### config.mk
export PLATFORM = sky130hd
export DESIGN_NAME = llc_set_buf_ctrl
export DESIGN_NICKNAME = d
export VERILOG_FILES = /design/src/rtl/llc_set_buf_ctrl.sv
export SDC_FILE = /design/constraint.sdc
export NUM_CORES = 1
export LEC_CHECK = 0
export CAP_MARGIN = 20
export CORE_ASPECT_RATIO = 0.5
export CORE_UTILIZATION = 40
export DETAILED_ROUTE_END_ITERATION = 10
export GPL_ROUTABILITY_DRIVEN = 0
export PLACE_DENSITY_LB_ADDON = 0.3
export SYNTH_ARGS = -nofsm -noshare
export SYNTH_HDL_FRONTEND = slang
export SYNTH_SLANG_ARGS = --single-unit
### constraint.sdc
create_clock -name clk -period 3.7 [get_ports clk]
set_input_delay 0.74 -clock clk [delete_from_list [all_inputs] [get_ports clk]]
set_output_delay 0.74 -clock clk [all_outputs]
set_load 0.01 [all_outputs]
### src/rtl/llc_set_buf_ctrl.sv
// LLC per-set buffer sequencer: fetches one set into the buffers, holds ownership
// for the pipeline, then walks every way and writes back the dirty ones.
module llc_set_buf_ctrl #(
  parameter int unsigned WAYS     = 16,
  parameter int unsigned WAY_BITS = 4,
  parameter int unsigned SET_BITS = 9
) (
  input  logic                clk,
  input  logic                rst,
  input  logic                rst_state,
  input  logic                req_valid,
  output logic                req_ready,
  input  logic [SET_BITS-1:0] req_set,
  input  logic                mem_gnt,
  output logic                mem_rd_en,
  output logic                mem_wr_en,
  output logic [SET_BITS-1:0] mem_set,
  output logic [WAY_BITS-1:0] mem_way,
  output logic                buf_load,
  output logic                busy,
  input  logic                release_vld,
  input  logic                release_wb,
  input  logic [WAYS-1:0]     dirty_bits,
  output logic                done
);

  typedef enum logic [2:0] {IDLE, RD, LATCH, OWN, WB} state_t;

  state_t              state;
  logic [SET_BITS-1:0] set_q;
  logic [WAY_BITS-1:0] way_q;
  logic [WAYS-1:0]     dirty_q;

  logic wb_advance;
  logic wb_last;

  // A clean way never waits for the arbiter; a dirty way waits for its grant.
  assign wb_advance = !dirty_q[way_q] || mem_gnt;
  assign wb_last    = (way_q == WAY_BITS'(WAYS - 1));

  always_ff @(posedge clk or negedge rst) begin
    if (!rst) begin
      state   <= IDLE;
      set_q   <= '0;
      way_q   <= '0;
      dirty_q <= '0;
    end else if (rst_state) begin
      state   <= IDLE;
      way_q   <= '0;
      dirty_q <= '0;
    end else begin
      case (state)
        IDLE: begin
          if (req_valid) begin
            set_q <= req_set;
            state <= RD;
          end
        end
        RD: begin
          if (mem_gnt) state <= LATCH;
        end
        LATCH: state <= OWN;
        OWN: begin
          if (release_vld) begin
            if (release_wb) begin
              dirty_q <= dirty_bits;
              way_q   <= '0;
              state   <= WB;
            end else begin
              state <= IDLE;
            end
          end
        end
        WB: begin
          if (wb_advance) begin
            if (wb_last) begin
              way_q <= '0;
              state <= IDLE;
            end else begin
              way_q <= way_q + WAY_BITS'(1);
            end
          end
        end
        default: state <= IDLE;
      endcase
    end
  end

  // Outputs decode the registered state; done is suppressed by an abort in the same cycle.
  always_comb begin
    req_ready = 1'b0;
    mem_rd_en = 1'b0;
    mem_wr_en = 1'b0;
    mem_set   = '0;
    mem_way   = '0;
    buf_load  = 1'b0;
    busy      = 1'b0;
    done      = 1'b0;
    case (state)
      IDLE:  req_ready = 1'b1;
      RD: begin
        mem_rd_en = 1'b1;
        mem_set   = set_q;
      end
      LATCH: buf_load = 1'b1;
      OWN: begin
        busy = 1'b1;
        done = release_vld && !release_wb && !rst_state;
      end
      WB: begin
        mem_set   = set_q;
        mem_way   = way_q;
        mem_wr_en = dirty_q[way_q];
        done      = wb_advance && wb_last && !rst_state;
      end
      default: ;
    endcase
  end

endmodule

==> results.json <==
{
  "fp-row-count": 16,
  "finalHoldWorstSlack_ns": 0.499,
  "groute.usage.overall_pct": 19.1,
  "power_total_mw": 0.868,
  "reg_clk_slew_reported_paths_ns": 0.07,
  "tritoncts_num_sinks": 32,
  "ys_seq_elements": 32,
  "detailed_place_hpwl_mm": 2.97,
  "clock_tree.root_cell": "sky130_fd_sc_hd__clkbuf_8",
  "worst_ep_required_time_ns": 2.96,
  "r2r.worst_path.cells": 5,
  "worst_hold_path_stage_count": 1,
  "cts_resized": 0,
  "ir_worst_vdd_v": 0.000207,
  "grt_first_pass_wirelength_mm": 6.56,
  "run_status": "finished clean",
  "multi_input_area_um2": 875,
  "clock_insertion_delay_worst_skew_ns": 0.28,
  "wl_met3_um": 160,
  "cts-htree-levels": 2,
  "pre_cts_slack_ns": 0.673,
  "post_synth_fa_ha_maj_area_fraction_pct": 0.722,
  "timing.max_cap.violations": 0,
  "final-instance-count-excl-fill": 284,
  "vias_per_cell": 5.32,
  "tns_ns": 0,
  "power_leakage_nw": 0.959,
  "synthesis.instances": 180,
  "critPathKind": "flop to primary output",
  "crit_fanout": 14,
  "fmax_mhz": 302,
  "fin_crit_sh_pct": 89.6,
  "worst_endpoint_data_arrival_time_ns": 2.57,
  "detail_route.iter0.violations": 87,
  "synth_top_area_share_pct": 46.2,
  "timing.final.setup_violations": 0,
  "finalCoreUtilization_pct": 59.1,
  "setup_slack_ns": 0.387,
  "clock-skew-final_ns": 0.00844,
  "synth_xor_xnor_area_share_pct": 0,
  "synth-compound-area-share_pct": 12.9,
  "finalHoldViolations": 0,
  "detailroute.via_count": 1510,
  "drc_errors": 0,
  "synth-warning-count": 0,
  "drt-met1-wl_mm": 1.90,
  "slew_headroom_pct": 55.5,
  "routed_wire_per_std_cell_um": 14.1,
  "io_buffers": 50,
  "core_mm2": 0.00402,
  "number_of_slew_limit_violations_in_the_final_report": 0,
  "synth_sequential_area_ratio_pct": 46.2,
  "postSynthNetCount": 213,
  "ant_nets": 0,
  "fp.dieH_um": 48.5,
  "antenna-diode-count": 0,
  "synthesis.area_mm2": 0.00173,
  "postCtsSetupBuffers": 0,
  "layout-drive-gt1-share_pct": 12.2,
  "tightestPinTransition_ns": 0.666,
  "muxShareOfSynthArea_pct": 12.3,
  "floorplan.initialDensity_pct": 43.1,
  "final_net_count": 262,
  "maximum_number_of_pins_on_one_net_before_global_route_repair": 33,
  "io-pin-count": 51,
  "cts_tree": "done",
  "synth_simple_gate_area_share_pct": 24.5,
  "crit_path_end_kind": "primary output",
  "layout.cell_area.non_filler_mm2": 0.00238,
  "startpoint_type": "flop",
  "top_signal_layer_used": "met4",
  "antenna_found_initial": 0,
  "synth.largest_area_cell": "sky130_fd_sc_hd__dfrtp_1",
  "clk_path_buf_depth": 2,
  "top_post_synthesis_cells_by_area": "sky130_fd_sc_hd__dfrtp_1 (46%), sky130_fd_sc_hd__nand2_1 (8.0%), sky130_fd_sc_hd__mux2_2 (6.5%), sky130_fd_sc_hd__mux2i_1 (5.8%), sky130_fd_sc_hd__a21oi_1 (5.5%)",
  "die_w_um": 95.1,
  "fp.dieArea_mm2": 0.00462,
  "cts_hold_buf": 0,
  "netlist-cell-type-count": 37,
  "holdCritPathClass": "flop to flop",
  "grt_setup_unrepaired": "no",
  "first_pass_iters": 4,
  "timing.final.crit_period_ns": 3.31,
  "route.met2.wl_mm": 1.88,
  "mostFrequentLayoutCells": "sky130_fd_sc_hd__clkdlybuf4s50_1 (50), sky130_fd_sc_hd__nand2_1 (37), sky130_fd_sc_hd__dfrtp_1 (32), sky130_fd_sc_hd__a21oi_1 (19), sky130_fd_sc_hd__nor2b_1 (11)",
  "final.fill_count": 352,
  "syn_avg_cell_area_um2": 9.63,
  "wl_mm": 4.00,
  "dpl-instance-area_mm2": 0.00227,
  "layout_commonest_cell": "sky130_fd_sc_hd__clkdlybuf4s50_1",
  "power_density_mw_per_mm2": 365,
  "flow.area_growth_from_synthesis_pct": 37.2,
  "globalRouteOverflowTotal": 0,
  "tritoncts.num_buffers": 5,
  "dpl.cell_count": 276,
  "layout.area.seq_um2": 801,
  "first_global_vias": 1416,
  "main_combinational_cell_family_by_area_after_synthesis": "simple AND/OR/NAND/NOR gates"
}
==> Yosys cell counts <==
cell type                   instances
sky130_fd_sc_hd__nand3b_1           2
sky130_fd_sc_hd__a221oi_1           1
sky130_fd_sc_hd__nand2b_1           2
sky130_fd_sc_hd__nand2_1           37
sky130_fd_sc_hd__nor3_1             2
sky130_fd_sc_hd__a2111oi_0          1
sky130_fd_sc_hd__and3b_1            2
sky130_fd_sc_hd__mux2_2            10
sky130_fd_sc_hd__o31ai_1            1
sky130_fd_sc_hd__nor4b_1            1
sky130_fd_sc_hd__o21a_1             1
sky130_fd_sc_hd__a311o_1            1
sky130_fd_sc_hd__nor2_1             8
sky130_fd_sc_hd__nor2b_1           11
sky130_fd_sc_hd__a21o_2             1
sky130_fd_sc_hd__buf_2              4
sky130_fd_sc_hd__a21oi_1           19
sky130_fd_sc_hd__ha_1               1
sky130_fd_sc_hd__mux2i_1           10
sky130_fd_sc_hd__nand3_1            4
sky130_fd_sc_hd__a221oi_2           1
sky130_fd_sc_hd__a311oi_2           1
sky130_fd_sc_hd__buf_6              1
sky130_fd_sc_hd__and2_1             2
sky130_fd_sc_hd__nand3b_2           1
sky130_fd_sc_hd__nor3b_1            3
sky130_fd_sc_hd__inv_1              1
sky130_fd_sc_hd__and4_1             1
sky130_fd_sc_hd__a22oi_1            3
sky130_fd_sc_hd__dfrtp_1           32
sky130_fd_sc_hd__a211o_1            1
sky130_fd_sc_hd__and3_2             1
sky130_fd_sc_hd__and3_1             4
sky130_fd_sc_hd__and2_4             1
sky130_fd_sc_hd__clkbuf_1           6
sky130_fd_sc_hd__o311ai_2           1
sky130_fd_sc_hd__or3_2              1
==> power breakdown <==
part | total (mW) | internal (mW) | switching [mW]
sequential | 0.392 | 0.377 | 0.0149
combinational | 0.146 | 0.0922 | 0.0538
clock | 0.330 | 0.200 | 0.130
==> flip-flops by register name, indices dropped and copies added (netlist names) <==
register and count:
set_q 9, dirty_q 16, way_q 4, state 3
==> worst paths after layout <==
path	slack [ns]	endpoint	start
setup reg to reg	1.64	way_q[3]	way_q[0]
hold / removal	0.50	set_q[4]	set_q[4]
setup / recovery	0.39	done	way_q[0]
max in group asynchronous	2.55	set_q[1]	rst
min in group asynchronous	0.86	dirty_q[12]	rst
hold reg to reg	0.50	set_q[4]	set_q[4]
==> critical path: stages, from the launching register on <==
cell	delay, ns
sky130_fd_sc_hd__dfrtp_1	0.72
sky130_fd_sc_hd__mux2i_1	0.16
sky130_fd_sc_hd__a221oi_1	0.38
sky130_fd_sc_hd__nand3b_1	0.19
sky130_fd_sc_hd__and2_4	0.19
sky130_fd_sc_hd__o21a_1	0.16
sky130_fd_sc_hd__clkdlybuf4s50_1	0.47
==> cell families after synthesis <==
logic type,count (synthesis)
buffers and inverters,12
AO/OA/AOI/OAI,32
flip-flops,32
AND/OR/NAND/NOR,83
multiplexers,20
adder cells (fa/ha/maj),1
==> per-layer routing <==
metal | global-route usage (%) | vias up
li1 | - | 724
met2 | 29.4 | 45
met1 | 25.9 | 735
met4 | 5.30 | 0
met3 | 5.97 | 6
met5 | 0 | -
==> final cells by class <==
| class | instances | area share (%) |
|---|---|---|
| inverters | 1 | 0.158 |
| clock buffers | 6 | 3.05 |
| multi-input cells | 136 | 36.8 |
| clock inverters | 2 | 1.47 |
| repair buffers | 53 | 22.0 |
| well taps | 54 | 2.84 |
| flip-flops and latches | 32 | 33.7 |
Power figures use the tool's default switching activity.
